File: config.mk
export PLATFORM = sky130hd
export DESIGN_NAME = stream_detect_arbiter
export DESIGN_NICKNAME = d
export VERILOG_FILES = /design/src/rtl/stream_detect_pkg.sv /design/src/rtl/stream_detect_arbiter_rr.sv /design/src/rtl/stream_detect_arbiter.sv
export SDC_FILE = /design/constraint.sdc
export NUM_CORES = 1
export LEC_CHECK = 0
export BUFFER_PORTS_ARGS = -buffer_cell sky130_fd_sc_hd__buf_4
export CORE_ASPECT_RATIO = 0.9
export CORE_MARGIN = 2
export CORE_UTILIZATION = 55
export DETAILED_ROUTE_END_ITERATION = 12
export PLACE_DENSITY = 0.85
export SLEW_MARGIN = 20
export SYNTH_ARGS = -nofsm -noshare
export SYNTH_HDL_FRONTEND = slang
export SYNTH_SLANG_ARGS = --single-unit
File: constraint.sdc
create_clock -name clk -period 5.6 [get_ports clk]
set_input_delay 0 -clock clk [delete_from_list [all_inputs] [get_ports clk]]
set_output_delay 0 -clock clk [all_outputs]
set_load 0.03 [all_outputs]
File: src/rtl/stream_detect_pkg.sv
// Shared types and default sizing for the stream_detect_arbiter block.
package stream_detect_pkg;

   localparam int NUM_CH_DEF      = 4;
   localparam int FRAME_LEN_DEF   = 16;
   localparam int CNT_W_DEF       = 6;
   localparam int TIMEOUT_CYC_DEF = 64;

   typedef enum logic [2:0] {
      IDLE,
      CLEAR,
      SHIFT,
      DRAIN,
      REPORT
   } state_t;

endpackage

File: src/rtl/stream_detect_arbiter_rr.sv
// Round-robin arbiter: first requester at or after the pointer wins; the pointer
// moves to one past the last served index when upd is strobed.
module rr_arbiter #(
   parameter int N = 4
) (
   input  logic                 clk,
   input  logic                 reset,
   input  logic [N-1:0]         req,
   input  logic                 upd,
   input  logic [$clog2(N)-1:0] last_idx,
   output logic [N-1:0]         gnt,
   output logic [$clog2(N)-1:0] gnt_idx,
   output logic                 any
);
   localparam int W = $clog2(N);

   logic [W-1:0] ptr;

   always_ff @(posedge clk or posedge reset) begin
      if (reset) begin
         ptr <= '0;
      end else if (upd) begin
         ptr <= (int'(last_idx) == N - 1) ? '0 : last_idx + 1'b1;
      end
   end

   always_comb begin
      int           c;
      logic [W-1:0] ci;
      gnt     = '0;
      gnt_idx = '0;
      any     = 1'b0;
      c       = 0;
      ci      = '0;
      for (int k = 0; k < N; k++) begin
         c = int'(ptr) + k;
         if (c >= N) c = c - N;
         ci = W'(c);
         if (!any && req[ci]) begin
            any     = 1'b1;
            gnt[ci] = 1'b1;
            gnt_idx = ci;
         end
      end
   end

endmodule

File: src/rtl/stream_detect_arbiter.sv
// Shares one external "11" detector among NUM_CH frame sources and reports hits per frame.
// Optional result-hold timeout is built when STREAM_DETECT_TIMEOUT_EN is defined.
module stream_detect_arbiter
   import stream_detect_pkg::*;
#(
   parameter int NUM_CH      = NUM_CH_DEF,
   parameter int FRAME_LEN   = FRAME_LEN_DEF,
   parameter int CNT_W       = CNT_W_DEF,
   parameter int TIMEOUT_CYC = TIMEOUT_CYC_DEF
) (
   input  logic                        clk,
   input  logic                        reset,
   input  logic [NUM_CH-1:0]           req,
   input  logic [NUM_CH*FRAME_LEN-1:0] frame_data,
   output logic [NUM_CH-1:0]           gnt,
   output logic                        det_bit,
   output logic                        det_clr,
   input  logic                        det_hit,
   output logic                        res_valid,
   input  logic                        res_ready,
   output logic [$clog2(NUM_CH)-1:0]   res_ch,
   output logic [CNT_W-1:0]            res_count,
   output logic                        res_drop
);
   localparam int CH_W  = $clog2(NUM_CH);
   localparam int IDX_W = (FRAME_LEN > 1) ? $clog2(FRAME_LEN) : 1;
   localparam logic [CNT_W-1:0] CNT_MAX = '1;

   if (TIMEOUT_CYC < 1 || (1 << CNT_W) <= FRAME_LEN / 2) begin : g_bad_param
      $error("stream_detect_arbiter: illegal TIMEOUT_CYC or CNT_W too small for FRAME_LEN");
   end

   state_t               state, state_nxt;
   logic [FRAME_LEN-1:0] shreg;
   logic [IDX_W-1:0]     bit_idx;
   logic [NUM_CH-1:0]    arb_gnt;
   logic [CH_W-1:0]      arb_idx;
   logic                 arb_any;
   logic                 take;
   logic                 xfer;
   logic                 drop;

   function automatic logic [CNT_W-1:0] sat_inc(input logic [CNT_W-1:0] v, input logic inc);
      if (inc && v != CNT_MAX) return v + 1'b1;
      return v;
   endfunction

   rr_arbiter #(.N(NUM_CH)) u_rr (
      .clk      (clk),
      .reset    (reset),
      .req      (req),
      .upd      (xfer || drop),
      .last_idx (res_ch),
      .gnt      (arb_gnt),
      .gnt_idx  (arb_idx),
      .any      (arb_any)
   );

   assign take      = (state == IDLE) && arb_any;
   assign gnt       = (state == IDLE) ? arb_gnt : '0;
   assign det_bit   = (state == SHIFT) && shreg[0];
   assign res_valid = (state == REPORT);

   always_ff @(posedge clk or posedge reset) begin
      if (reset) state <= IDLE;
      else       state <= state_nxt;
   end

   always_comb begin
      state_nxt = state;
      xfer      = 1'b0;
      case (state)
         IDLE:    if (arb_any) state_nxt = CLEAR;
         CLEAR:   state_nxt = SHIFT;
         SHIFT:   if (bit_idx == IDX_W'(FRAME_LEN - 1)) state_nxt = DRAIN;
         DRAIN:   state_nxt = REPORT;
         REPORT: begin
            if (res_ready) begin
               xfer      = 1'b1;
               state_nxt = IDLE;
            end else if (drop) begin
               state_nxt = IDLE;
            end
         end
         default: state_nxt = IDLE;
      endcase
   end

   // Frame data needs no reset: it is always reloaded before SHIFT reads it.
   always_ff @(posedge clk) begin
      if (take) shreg <= frame_data[int'(arb_idx)*FRAME_LEN +: FRAME_LEN];
      else if (state == SHIFT) shreg <= shreg >> 1;
   end

   always_ff @(posedge clk or posedge reset) begin
      if (reset) begin
         det_clr   <= 1'b0;
         bit_idx   <= '0;
         res_ch    <= '0;
         res_count <= '0;
      end else begin
         det_clr <= (state_nxt == CLEAR);
         if (take) begin
            bit_idx   <= '0;
            res_ch    <= arb_idx;
            res_count <= '0;
         end else begin
            if (state == SHIFT) bit_idx <= bit_idx + 1'b1;
            if (state == SHIFT || state == DRAIN) res_count <= sat_inc(res_count, det_hit);
         end
      end
   end

`ifdef STREAM_DETECT_TIMEOUT_EN
   localparam int TO_W = $clog2(TIMEOUT_CYC + 1);
   logic [TO_W-1:0] to_cnt;

   always_ff @(posedge clk or posedge reset) begin
      if (reset) begin
         to_cnt   <= '0;
         res_drop <= 1'b0;
      end else begin
         to_cnt   <= (state == REPORT) ? to_cnt + 1'b1 : '0;
         res_drop <= drop;
      end
   end

   // A ready arriving on the timeout cycle wins because drop requires !res_ready.
   assign drop = (state == REPORT) && !res_ready && (to_cnt == TO_W'(TIMEOUT_CYC - 1));
`else
   assign drop     = 1'b0;
   assign res_drop = 1'b0;
`endif

   a_no_sat: assert property (@(posedge clk) disable iff (reset)
      ((state == SHIFT || state == DRAIN) && det_hit) |-> (res_count != CNT_MAX));

   a_gnt_onehot: assert property (@(posedge clk) disable iff (reset)
      $onehot0(gnt));

endmodule

==> impl_metrics.py <==
metrics = {
    "outcome": {
        "status": "completed",
    },
    "route": {
        "vias_per_cell": 5.896,
        "detail-route-antenna-nets": 0,
        "drt_iter0_markers": 203,
        "wl_per_cell_um": 16.27,
        "first_pass_iters": 4,
        "drt-total-wl_um": 7060,
        "route.detailed.drc": 0,
        "vias": 2559,
    },
    "logic_synthesis": {
        "ys_warn_count": 0,
        "syn_inst": 294,
        "synth_most_common_cell": "nor2_1",
        "yosys_register_bits": 34,
        "synth_area_leaders": "edfxtp_1, dfrtp_1, mux2i_1",
        "syn_avg_cell_area_um2": 9.461,
        "synth_nets": 377,
        "yosysTopAreaCell": "edfxtp_1",
        "synth_edf_count": 16,
        "synth_top_flop_cell": "dfrtp_1",
        "synthArstFlopShare_pct": 52.94,
        "synth_top_area_share_pct": 17.27,
        "synthesis.area_um2": 2781,
        "yosysSeqAreaShare_pct": 33.47,
        "synth_commonest_cells": "nor2_1, mux2i_1, dfrtp_1, nand2_1, a21oi_1",
        "synth.distinct_cells": 53,
    },
    "worst_setup_path": {
        "endpoint_kind": "flop",
        "path_cells": "buf_4, inv_1, ha_1, mux4_2, nor2b_2, nor2_4, mux2_1, a211oi_1, a21boi_1",
        "arrival_ns": 3.47,
        "path_class": "reg2reg",
        "cp-start-kind": "flop",
        "cpLargestDelayFamily": "multiplexers",
        "cp_slowest_stage_delay_ns": 0.56,
        "cp_max_fo": 35,
        "cp.required_ns": 5.64,
        "cp.buffers_inverters": 2,
        "crit_slowest_cell": "ha_1",
        "crit_start": "u_rr.ptr[0]",
        "worstReg2RegStart": "u_rr.ptr[0]",
    },
    "placed_design": {
        "dp_slack_ns": 2.166,
        "io_buffers": 86,
        "gp_congestion": 0.9022,
        "hpwl_um": 5176,
    },
    "cells_and_area": {
        "n_antenna_cell": 0,
        "drive_above_1_share_pct": 30.35,
        "area_growth_pct": 26.00,
        "nets": 451,
    },
    "grt": {
        "grt_pass1_vias": 2457,
        "grt_pass1_wl_um": 11460,
        "antenna_found_initial": 0,
        "track_usage_pct": 25.76,
        "grt_max_degree": 36,
        "grt_overflow": 0,
    },
    "clocking": {
        "clk_pin_slew_ns": 0.07,
        "cts.sinks": 34,
        "numCtsBuffers": 5,
        "clock_path_buffers": 2,
        "cts-htree-levels": 2,
        "post_cts_resized": 0,
        "tritoncts": "yes",
        "postCtsSetupRepairBufs": 0,
        "clk_latency_ns": 0.30,
        "root_buffer": "clkbuf_8",
        "holdBufCountCts": 2,
    },
    "floorplan": {
        "ios": 88,
        "initial_utilization_pct": 57.18,
        "fp.dieH_um": 71.47,
        "die_w_um": 78.96,
        "coreArea_um2": 4865,
        "rows": 24,
        "dieArea_um2": 5643,
    },
    "timing": {
        "fin_crit_sh_pct": 61.13,
        "finalCriticalPeriod_ns": 3.423,
        "maxSlewHeadroom_pct": 32.54,
        "worstMarginPinSlew_ns": 1.012,
        "fmax_mhz": 292.1,
        "drv_slew": 0,
        "tns_ns": 0,
        "hold_viol": 0,
        "skew_ns": 0.01059,
        "setup_viol": 0,
        "grt_setup_unrepaired": "false",
        "worst_slack_ns": 2.177,
    },
    "worst_hold_path": {
        "holdCritPathClass": "in2reg",
        "holdCritStartpoint": "frame_data[9]",
    },
    "run": {
        "drv_cap": 0,
    },
    "power": {
        "p_leak_nw": 1.581,
        "ir_drop_v": 0.0004562,
        "power_density_nw_per_um2": 569.3,
    },
}
-- flip-flops by register name, summed over array words and instances, names as in the netlist --
register,flops
bit_idx,4
det_clr,1
res_ch,2
res_count,6
shreg,16
state,3
u_rr.ptr,2
-- layer usage --
layer	wire (um)	global-route usage, %
met1	2914	33.06
met2	3554	44.07
met3	568	7.683
met4	21	4.406
met5	0	0
-- tightest hold or removal path: stages --
cell      delay, ns
buf_4          0.08
a22oi_1        0.06
a21boi_1       0.11
-- cell usage in the layout (no fill, tap or decap), types with 3 or more instances in the layout --
cell type  Yosys  routed
and3_1         4       4
mux2_1         7       7
a21boi_1       7       7
nand4_1        3       3
a22oi_1       11      11
mux2i_1       27      27
xor2_1         6       6
xnor2_1        3       3
mux4_2         3       3
a21oi_1       17      16
inv_1          6       6
o22ai_1        8       8
ha_1          11      11
nor2_1        35      35
a211oi_1       6       6
a211oi_2       3       3
clkbuf_8       0       6
a221o_1        7       7
o21ai_0        5       5
edfxtp_1      16      16
nand2_1       18      18
dfrtp_1       18      18
mux2_4         3       3
a31oi_1        3       3
buf_4          1      88
a221oi_1       4       4
nor3_1         9       9
nand2b_1       4       4
-- path summary, 6_finish.rpt --
check                                   to  slack, ns  cells after the start
worst min-delay path              shreg[9]       0.07                      3
max in group asynchronous        res_ch[1]       4.83                      3
worst max-delay path              shreg[4]       2.18                      9
worst max register to register    shreg[4]       2.18                      9
worst min register to register    state[1]       0.51                      1
min in group asynchronous       bit_idx[0]       0.35                      3
-- final cells by class --
class                   instances  area, um^2
clock buffers                   7       86.33
clock inverters                 1       5.005
fillers                       379        1360
inverters                       7       26.28
multi-input cells             230        1694
flip-flops and latches         34       930.9
well taps                      65       81.33
repair buffers                 90       680.7
-- report_power, final --
group / internal, W / switching, W
sequential: 0.000430 / 0.0000722
clock: 0.0000991 / 0.0000905
combinational: 0.000530 / 0.000774
-- stage by stage --
step / utilization [%] / instance area (um^2) / std cells / total power [W] / hold WS, ns
floorplan: - / 2781 / 294 / 0.001536 / -0.06143
global placement: 69.68 / 3390 / 424 / 0.001760 / 0.1339
detailed placement: 69.68 / 3390 / 424 / 0.001794 / 0.1280
CTS: 71.97 / 3501 / 434 / 0.001991 / 0.06584
global route: 72.04 / 3505 / 434 / 0.002145 / 0.07076
finish: 72.04 / 3505 / 434 / 0.001995 / 0.06633
-- logic make-up after synthesis --
logic type / synth area share (%)
buffers and inverters: 5.757
AOI/OAI and AO/OA: 20.47
muxes: 17.41
other: 0.1348
adders and majority gates: 4.948
and+or+nand+nor: 14.98
DFF: 33.47
xor gates and xnor gates: 2.834
Note: power is estimated with default switching activity, not from simulation.
